--- config.mk ---
export PLATFORM = sky130hd
export DESIGN_NAME = vga_sync_ctrl
export DESIGN_NICKNAME = d
export VERILOG_FILES = /design/src/rtl/vga_sync_ctrl_pkg.sv /design/src/rtl/vga_axis_counter.sv /design/src/rtl/vga_sync_ctrl.sv
export SDC_FILE = /design/constraint.sdc
export NUM_CORES = 1
export LEC_CHECK = 0
export CORE_AREA = 2 2 59 61
export CTS_BUF_LIST = sky130_fd_sc_hd__clkbuf_8
export DETAILED_ROUTE_END_ITERATION = 8
export DIE_AREA = 0 0 61 63
export HOLD_SLACK_MARGIN = 0.08
export PLACE_DENSITY = 0.89
export SETUP_SLACK_MARGIN = 0.05
export SYNTH_ARGS = -nofsm -noshare
export SYNTH_HDL_FRONTEND = slang
export SYNTH_SLANG_ARGS = --single-unit
--- constraint.sdc ---
create_clock -name Clk -period 5.3 [get_ports Clk]
set_clock_uncertainty 0.15 [all_clocks]
set_input_delay 1.06 -clock Clk [delete_from_list [all_inputs] [get_ports Clk]]
set_output_delay 1.06 -clock Clk [all_outputs]
set_load 0.01 [all_outputs]
--- src/rtl/vga_sync_ctrl_pkg.sv ---
// Shared 640x480 VGA timing constants and the per-axis segment encoding.
// The pixel memory and colour logic also use these definitions.
package vga_sync_ctrl_pkg;

  localparam int unsigned PosW = 10;

  localparam int unsigned HVisible = 640;
  localparam int unsigned HFp      = 16;
  localparam int unsigned HSync    = 96;
  localparam int unsigned HBp      = 48;
  localparam int unsigned HTotal   = HVisible + HFp + HSync + HBp;

  localparam int unsigned VVisible = 480;
  localparam int unsigned VFp      = 10;
  localparam int unsigned VSync    = 2;
  localparam int unsigned VBp      = 33;
  localparam int unsigned VTotal   = VVisible + VFp + VSync + VBp;

  typedef enum logic [1:0] {
    StActive = 2'd0,
    StFront  = 2'd1,
    StSync   = 2'd2,
    StBack   = 2'd3
  } axis_state_e;

endpackage

--- src/rtl/vga_axis_counter.sv ---
// One raster axis: position counter with wrap and the ACTIVE/FRONT/SYNC/BACK segment FSM.
// Exposes the next segment so the parent can register aligned sync/blank outputs.
module vga_axis_counter
  import vga_sync_ctrl_pkg::*;
#(
  parameter int unsigned Visible = HVisible,
  parameter int unsigned Fp      = HFp,
  parameter int unsigned Sync    = HSync,
  parameter int unsigned Bp      = HBp
) (
  input  logic            clk_i,
  input  logic            rst_ni,
  input  logic            advance_i,
  output logic [PosW-1:0] count_o,
  output axis_state_e     state_next_o,
  output logic            wrap_o
);

  localparam int unsigned Total = Visible + Fp + Sync + Bp;
  localparam logic [PosW-1:0] EndActive = PosW'(Visible - 1);
  localparam logic [PosW-1:0] EndFront  = PosW'(Visible + Fp - 1);
  localparam logic [PosW-1:0] EndSync   = PosW'(Visible + Fp + Sync - 1);
  localparam logic [PosW-1:0] EndBack   = PosW'(Total - 1);

  logic [PosW-1:0] count_q, count_d;
  axis_state_e     state_q, state_d;

  assign wrap_o = advance_i && (count_q == EndBack);

  always_comb begin
    count_d = count_q;
    state_d = state_q;
    if (advance_i) begin
      count_d = wrap_o ? '0 : count_q + PosW'(1);
      unique case (state_q)
        StActive: if (count_q == EndActive) state_d = StFront;
        StFront:  if (count_q == EndFront)  state_d = StSync;
        StSync:   if (count_q == EndSync)   state_d = StBack;
        StBack:   if (count_q == EndBack)   state_d = StActive;
        default:                            state_d = StActive;
      endcase
    end
  end

  always_ff @(posedge clk_i or negedge rst_ni) begin
    if (!rst_ni) begin
      count_q <= '0;
      state_q <= StActive;
    end else begin
      count_q <= count_d;
      state_q <= state_d;
    end
  end

  assign count_o      = count_q;
  assign state_next_o = state_d;

endmodule

--- src/rtl/vga_sync_ctrl.sv ---
// VGA raster timing: pixel divider, H/V scan counters, registered sync/blank outputs,
// frame-start pulse and a grant handshake at the start of vertical blanking.
module vga_sync_ctrl
  import vga_sync_ctrl_pkg::*;
#(
  parameter int unsigned CLK_DIV   = 2,
  parameter int unsigned H_VISIBLE = HVisible,
  parameter int unsigned H_FP      = HFp,
  parameter int unsigned H_SYNC    = HSync,
  parameter int unsigned H_BP      = HBp,
  parameter int unsigned V_VISIBLE = VVisible,
  parameter int unsigned V_FP      = VFp,
  parameter int unsigned V_SYNC    = VSync,
  parameter int unsigned V_BP      = VBp,
  parameter bit          SYNC_POL  = 1'b0
) (
  input  logic            Clk,
  input  logic            reset,
  output logic [PosW-1:0] Posx,
  output logic [PosW-1:0] Posy,
  output logic            hsync,
  output logic            vsync,
  output logic            video_on,
  output logic            pix_tick,
  output logic            frame_start,
  input  logic            upd_req,
  output logic            upd_ack
);

  localparam logic [3:0]      DivLast  = 4'(CLK_DIV - 1);
  localparam logic [PosW-1:0] LastLine = PosW'(V_VISIBLE - 1);

  logic [3:0]  div_q, div_d;
  logic        tick_q;
  logic        h_wrap, v_wrap, v_advance, grant;
  axis_state_e h_state_next, v_state_next;
  logic        hsync_q, vsync_q, video_on_q, frame_start_q, upd_ack_q;

  always_comb begin
    div_d = (div_q == DivLast) ? 4'd0 : div_q + 4'd1;
  end

  // Tick is registered so it is low in reset and constant-high for CLK_DIV=1.
  always_ff @(posedge Clk or negedge reset) begin
    if (!reset) begin
      div_q  <= 4'd0;
      tick_q <= 1'b0;
    end else begin
      div_q  <= div_d;
      tick_q <= (div_q == DivLast);
    end
  end

  assign v_advance = tick_q && h_wrap;

  vga_axis_counter #(
    .Visible (H_VISIBLE),
    .Fp      (H_FP),
    .Sync    (H_SYNC),
    .Bp      (H_BP)
  ) u_h_axis (
    .clk_i        (Clk),
    .rst_ni       (reset),
    .advance_i    (tick_q),
    .count_o      (Posx),
    .state_next_o (h_state_next),
    .wrap_o       (h_wrap)
  );

  vga_axis_counter #(
    .Visible (V_VISIBLE),
    .Fp      (V_FP),
    .Sync    (V_SYNC),
    .Bp      (V_BP)
  ) u_v_axis (
    .clk_i        (Clk),
    .rst_ni       (reset),
    .advance_i    (v_advance),
    .count_o      (Posy),
    .state_next_o (v_state_next),
    .wrap_o       (v_wrap)
  );

  // The only step into (0, V_VISIBLE) is the last visible line wrapping.
  assign grant = v_advance && (Posy == LastLine);

  // Decoding the next segment keeps these aligned with Posx/Posy on the same edge.
  always_ff @(posedge Clk or negedge reset) begin
    if (!reset) begin
      hsync_q       <= ~SYNC_POL;
      vsync_q       <= ~SYNC_POL;
      video_on_q    <= 1'b0;
      frame_start_q <= 1'b0;
      upd_ack_q     <= 1'b0;
    end else begin
      frame_start_q <= v_wrap;
      upd_ack_q     <= grant && upd_req;
      if (tick_q) begin
        hsync_q    <= (h_state_next == StSync) ? SYNC_POL : ~SYNC_POL;
        vsync_q    <= (v_state_next == StSync) ? SYNC_POL : ~SYNC_POL;
        video_on_q <= (h_state_next == StActive) && (v_state_next == StActive);
      end
    end
  end

  assign hsync       = hsync_q;
  assign vsync       = vsync_q;
  assign video_on    = video_on_q;
  assign pix_tick    = tick_q;
  assign frame_start = frame_start_q;
  assign upd_ack     = upd_ack_q;

endmodule

==> results of run 1 <==
## state kept, by name (all words and copies together) (netlist names)
register          count
frame_start           1
vsync                 1
hsync                 1
upd_ack               1
video_on              1
div_q                 4
u_v_axis.state_q      2
pix_tick              1
u_v_axis.count_o     10
u_h_axis.state_q      2
u_h_axis.count_o     10
## power by group through the flow
stage	clock (mW)	sequential (mW)	combinational (mW)
6_report	0.172	0.260	0.00663
5_1_grt	0.193	0.259	0.00786
4_1_cts	0.178	0.260	0.00704
3_5_place_dp	0	0.264	0.00706
3_3_place_gp	0	0.264	0.00700
2_1_floorplan	0	0.264	0.00000538
## per-stage QoR
step,setup WS (ns),std cells
floorplan,3.23,176
global placement,2.95,243
detailed placement,2.93,243
CTS,2.62,251
global route,2.56,251
finish,2.63,251
## area by class of cell
class	count	area (um^2)
Multi-Input combinational cell	122	847
Clock inverter	3	11.3
Tap cell	46	57.6
Sequential cell	34	853
Fill cell	257	1060
Inverter	12	45.0
Timing Repair Buffer	29	288
Clock buffer	5	68.8
## worst paths after layout
path | to | startpoint | slack [ns]
setup / recovery | Posx[5] | u_h_axis.count_o[5] | 2.63
hold / removal | pix_tick | div_q[3] | 0.31
setup reg to reg | vsync | u_h_axis.count_o[6] | 3.06
hold reg to reg | pix_tick | div_q[3] | 0.31
max in group asynchronous | vsync | reset | 3.64
min in group asynchronous | u_h_axis.count_o[6] | reset | 1.02
## Yosys cell counts (2+ instances only)
cell       n
ha_1       4
xnor2_1   11
nand3b_1   3
inv_1     12
o21ai_0    4
buf_2      2
and2_1     3
nor4_1     5
dfrtp_1   32
nor4bb_1   2
a21oi_1    4
nand4_1    6
nand2_1   13
a31oi_1    2
a21o_1     2
and4_1     3
dfstp_2    2
nand3_1    8
nand4b_1   4
nor2_1    13
o31ai_1    4
clkbuf_1   4
nor3_1     3
xor2_1     5
and3_1     5
mux2_2     2
## kinds of logic after synthesis
logic type,after synthesis
AO/OA/AOI/OAI,23
XOR/XNOR,16
adder cells (fa/ha/maj),4
flip-flops,34
buffers and inverters,20
multiplexers,3
AND/OR/NAND/NOR,76
## layer usage
layer,global-route usage (%),up-vias
met3,6.63,6
met5,0,-
met2,31.9,44
li1,-,692
met1,29.4,682
met4,8.42,0
==> impl_metrics.tcl, run 1 <==
set metrics [dict create \
    synth_fa_ha_area_share_pct 2.80 \
    die_area_um2 3840 \
    muxShareOfSynthArea_pct 1.82 \
    routed_wl_mm 3.58 \
    synth_cell_type_count 44 \
    end_kind "primary output" \
    grt_pass1_vias 1361 \
    yosys-top-cells-area "dfrtp_1 (45%), xnor2_1 (5.4%), dfstp_2 (2.9%)" \
    dpl_cell_area_um2 2090 \
    fp.dieH_um 63 \
    synth_cells 176 \
    clockPowerShare_pct 39.2 \
    leakage_nw 0.940 \
    die_x_um 61 \
    worst_hold_slack_ns 0.312 \
    p_seq_share_pct 59.3 \
    antenna_found_initial 0 \
    critPathTopFamily "buffers and inverters" \
    drt-met1-wl_mm 1.65 \
    status "finished clean" \
    post_drt_via_cell_ratio 5.67 \
    synth_edf_count 0 \
    ir_worst_vdd_mv 0.156 \
    grt_max_degree 35 \
    rsz0062_at_grt "false" \
    synth_nets 183 \
    timing.critical_path.cells "clkdlybuf4s50_1" \
    net-switching-power_mw 0.0894 \
    yosys_warnings 0 \
    rr_worst_depth 5 \
    drive_gt1_share_pct 7.32 \
    synth-compound-area-share_pct 9.02 \
    rows 21 \
    cts_tree "done" \
    yosysTopAreaCell "dfrtp_1" \
    drt_iter0_markers 96 \
    fmax_mhz 374 \
    hold_depth 1 \
    postCtsResizedCells 0 \
    wl_met2_mm 1.69 \
    wl_met3_um 178 \
    ys_ff_latch 34 \
    syn-mean-instance-area_um2 10.2 \
    drv_cap 0 \
    totalPowerFinal_mw 0.438 \
    final_cell_mix "dfrtp_1 (32), clkdlybuf4s50_1 (28), inv_1 (15), nor2_1 (13), nand2_1 (13)" \
    p_per_area_nw_per_um2 202 \
    routabilityCongestion 0.847 \
    cts.sinks 34 \
    port_buffers 28 \
    internal_power_mw 0.349 \
    areaGrowthSynthToFinish_pct 21.3 \
    slew_headroom_pct 67.6 \
    final_area_um2 2170 \
    routedWlPerCell_um 14.2 \
    final_antenna_net_count 0 \
    clk_path_buf_depth 2 \
    pwr-share-comb_pct 1.5 \
    cp_slowest_cell "clkdlybuf4s50_1" \
    critPathLaunchType "register" \
    synth_top_family_by_area "simple AND/OR/NAND/NOR gates" \
    fin_util_pct 67.2 \
    switching_share_pct 20.4 \
    finalSetupTns_ns 0 \
    track_usage_pct 21.6 \
    hpwl_mm 2.53 \
    synthSimpleGateAreaFrac_pct 25.9 \
    cts.root.buffer_cell "clkbuf_8" \
    synthFlopType "dfrtp_1" \
    vias 1424 \
    worst-path-stages 1 \
    worst_ep_arrival_time_ns 1.46 \
    cp.required_ns 4.09 \
    post-cts-setup-buffer-count 0 \
    ios 29 \
    clk_pin_slew_ns 0.06 \
    slew_viol_final 0 \
    route.top_layer_used "met4" \
    start_util_pct 55.4 \
    finalHoldViolations 0 \
    core_um2 3230 \
    layout_commonest_cell "dfrtp_1" \
    clk_latency_ns 0.28 \
    first_pass_iters 5 \
    synth-xor-area-share_pct 7.83 \
    cts_made_buffers 5 \
    synthArstFlopShare_pct 100 \
    crit_fanout 10 \
    yosysTopAreaCellShare_pct 44.8 \
    globalRouteOverflowTotal 0 \
    min_path_type "register to register" \
    critical_path_class "register to primary output" \
    worst_pin_slew_ns 0.480 \
    grt_pass1_wl_mm 6.24 \
    syn-cell-area_um2 1790 \
    drc 0 \
    antenna_cells 0 \
    fin_crit_sh_pct 50.4 \
    final.min_clock_period_ns 2.67 \
    cpPeakStageDelay_ns 0.61 \
    crit_buf_inv 1 \
    yosysSeqAreaShare_pct 47.7 \
    fin_nets 211 \
    hold_buffers 0 \
    setup_violations 0 \
    ctsHtreeMaxLevel 2 \
]
Power figures use the tool's default switching activity.
==> run 2: changes to the inputs <==
- CORE_AREA: 2 2 59 61 -> 2 2 63 65
- DIE_AREA: 0 0 61 63 -> 0 0 65 67
- PLACE_DENSITY: 0.89 -> 0.83
- clock period: 5.3 -> 2.3 ns (I/O delays scaled with it)
==> run 2 against run 1 <==
Core utilization down 4.9 points. Global-route usage down 1.3 points. Worst hold slack gained 0.015 ns. Largest power group unchanged.
==> impl_metrics.tcl, run 2 (synthesis gave the netlist of run 1 again) <==
set metrics [dict create \
    crit_fanout 8 \
    p_per_area_nw_per_um2 464 \
    ctsHtreeMaxLevel 2 \
    clk_path_buf_depth 2 \
    critPathLaunchType "register" \
    end_kind "register" \
    net-switching-power_mw 0.233 \
    finalSetupTns_ns 0 \
    worst_ep_arrival_time_ns 2.16 \
    status "finished clean" \
    worst_pin_slew_ns 0.503 \
    track_usage_pct 20.3 \
    setup_violations 0 \
    grt_pass1_vias 1331 \
    cts_tree "done" \
    drv_cap 0 \
    p_seq_share_pct 57.5 \
    slew_headroom_pct 66.0 \
    pwr-share-comb_pct 1.5 \
    leakage_nw 0.974 \
    core_um2 3610 \
    fmax_mhz 473 \
    internal_power_mw 0.807 \
    globalRouteOverflowTotal 0 \
    first_pass_iters 4 \
    worst_hold_slack_ns 0.327 \
    routedWlPerCell_um 14.8 \
    routed_wl_mm 3.84 \
    clockPowerShare_pct 41.0 \
    cp.required_ns 2.35 \
    switching_share_pct 22.4 \
    layout_commonest_cell "dfrtp_1" \
    final_antenna_net_count 0 \
    slew_viol_final 0 \
    die_area_um2 4360 \
    grt_max_degree 35 \
    post-cts-setup-buffer-count 0 \
    final.min_clock_period_ns 2.11 \
    die_x_um 65 \
    clk_pin_slew_ns 0.07 \
    areaGrowthSynthToFinish_pct 25.5 \
    hold_buffers 0 \
    ir_worst_vdd_mv 0.367 \
    hpwl_mm 2.73 \
    grt_pass1_wl_mm 6.49 \
    cts_made_buffers 5 \
    place_ws_ns 0.142 \
    cts.root.buffer_cell "clkbuf_8" \
    totalPowerFinal_mw 1.04 \
    vias 1458 \
    finalHoldViolations 0 \
    min_path_type "register to register" \
    drive_gt1_share_pct 12.3 \
    clk_latency_ns 0.30 \
    post_drt_via_cell_ratio 5.61 \
    fin_nets 218 \
    rows 22 \
    fin_crit_sh_pct 91.9 \
    routabilityCongestion 0.824 \
    antenna_found_initial 0 \
    critical_path_class "register to register" \
    cts.sinks 34 \
    port_buffers 28 \
    final_cell_mix "dfrtp_1 (32), clkdlybuf4s50_1 (28), inv_1 (13), nor2_1 (13), nand2_1 (13)" \
    rsz0062_at_grt "false" \
    start_util_pct 49.6 \
    drc 0 \
    antenna_cells 0 \
    setup_slack_ns 0.185 \
    drt_iter0_markers 106 \
    fp.dieH_um 67 \
    ios 29 \
]
-- run 2: cell count changes in the layout (fill, tap and decap cells not counted), sizes merged --
cell / change
buf: +7
clkinv: +2
inv: -2
-- run 2: final cells by class --
type	instances	area, um^2
Fill cell	287	1360
Clock buffer	5	68.8
Sequential cell	34	853
Inverter	12	45.0
Clock inverter	3	13.8
Multi-Input combinational cell	122	863
Tap cell	48	60.1
Timing Repair Buffer	36	340
-- run 2: path summary, 6_finish.rpt --
check	start	end	slack (ns)	cells past startpoint
worst max-delay path	u_h_axis.count_o[0]	video_on	0.19	6
worst min-delay path	div_q[3]	pix_tick	0.33	1
worst max register to register	u_h_axis.count_o[0]	video_on	0.19	6
worst min register to register	div_q[3]	pix_tick	0.33	1
max in group asynchronous	reset	vsync	1.23	2
min in group asynchronous	reset	u_h_axis.count_o[3]	0.43	2
-- run 2: metal layers --
| layer | share of wire (%) | track usage, % | vias up | wire [um] |
|---|---|---|---|---|
| met5 | 0 | 0 | - | 0 |
| met4 | 2.5 | 10.1 | 0 | 95 |
| met3 | 5.6 | 6.25 | 8 | 214 |
| met2 | 48 | 30.7 | 41 | 1830 |
| met1 | 44 | 26.4 | 711 | 1700 |
| li1 | - | - | 698 | - |
-- run 2: through the flow --
step / std cells / cell area [um^2] / utilization (%)
after floorplan: 176 / 1790 / -
after global placement: 252 / 2150 / 59.5
after detailed placement: 252 / 2150 / 59.5
after CTS: 260 / 2230 / 61.8
after global routing: 260 / 2240 / 62.2
final: 260 / 2240 / 62.2
-- run 2: timing repair --
action	CTS	global route
resized for setup	0	4
endpoints found under the setup margin	0	2
hold endpoints to repair	0	0
-- run 2: critical path, stage by stage (launching register included) --
cell	delay, ns
dfrtp_1	0.42
ha_1	0.21
and4_1	0.31
nand3_2	0.24
nor2_4	0.23
a31oi_1	0.16
o32ai_1	0.30
-- run 2: power groups by stage --
stage                     sequential [mW]  combinational [mW]  clock [mW]
after global routing                0.597              0.0186       0.471
after detailed placement            0.609              0.0164           0
after global placement              0.609              0.0167           0
after floorplan                     0.609           0.0000119           0
after CTS                           0.598              0.0167       0.440
final                               0.598              0.0159       0.427
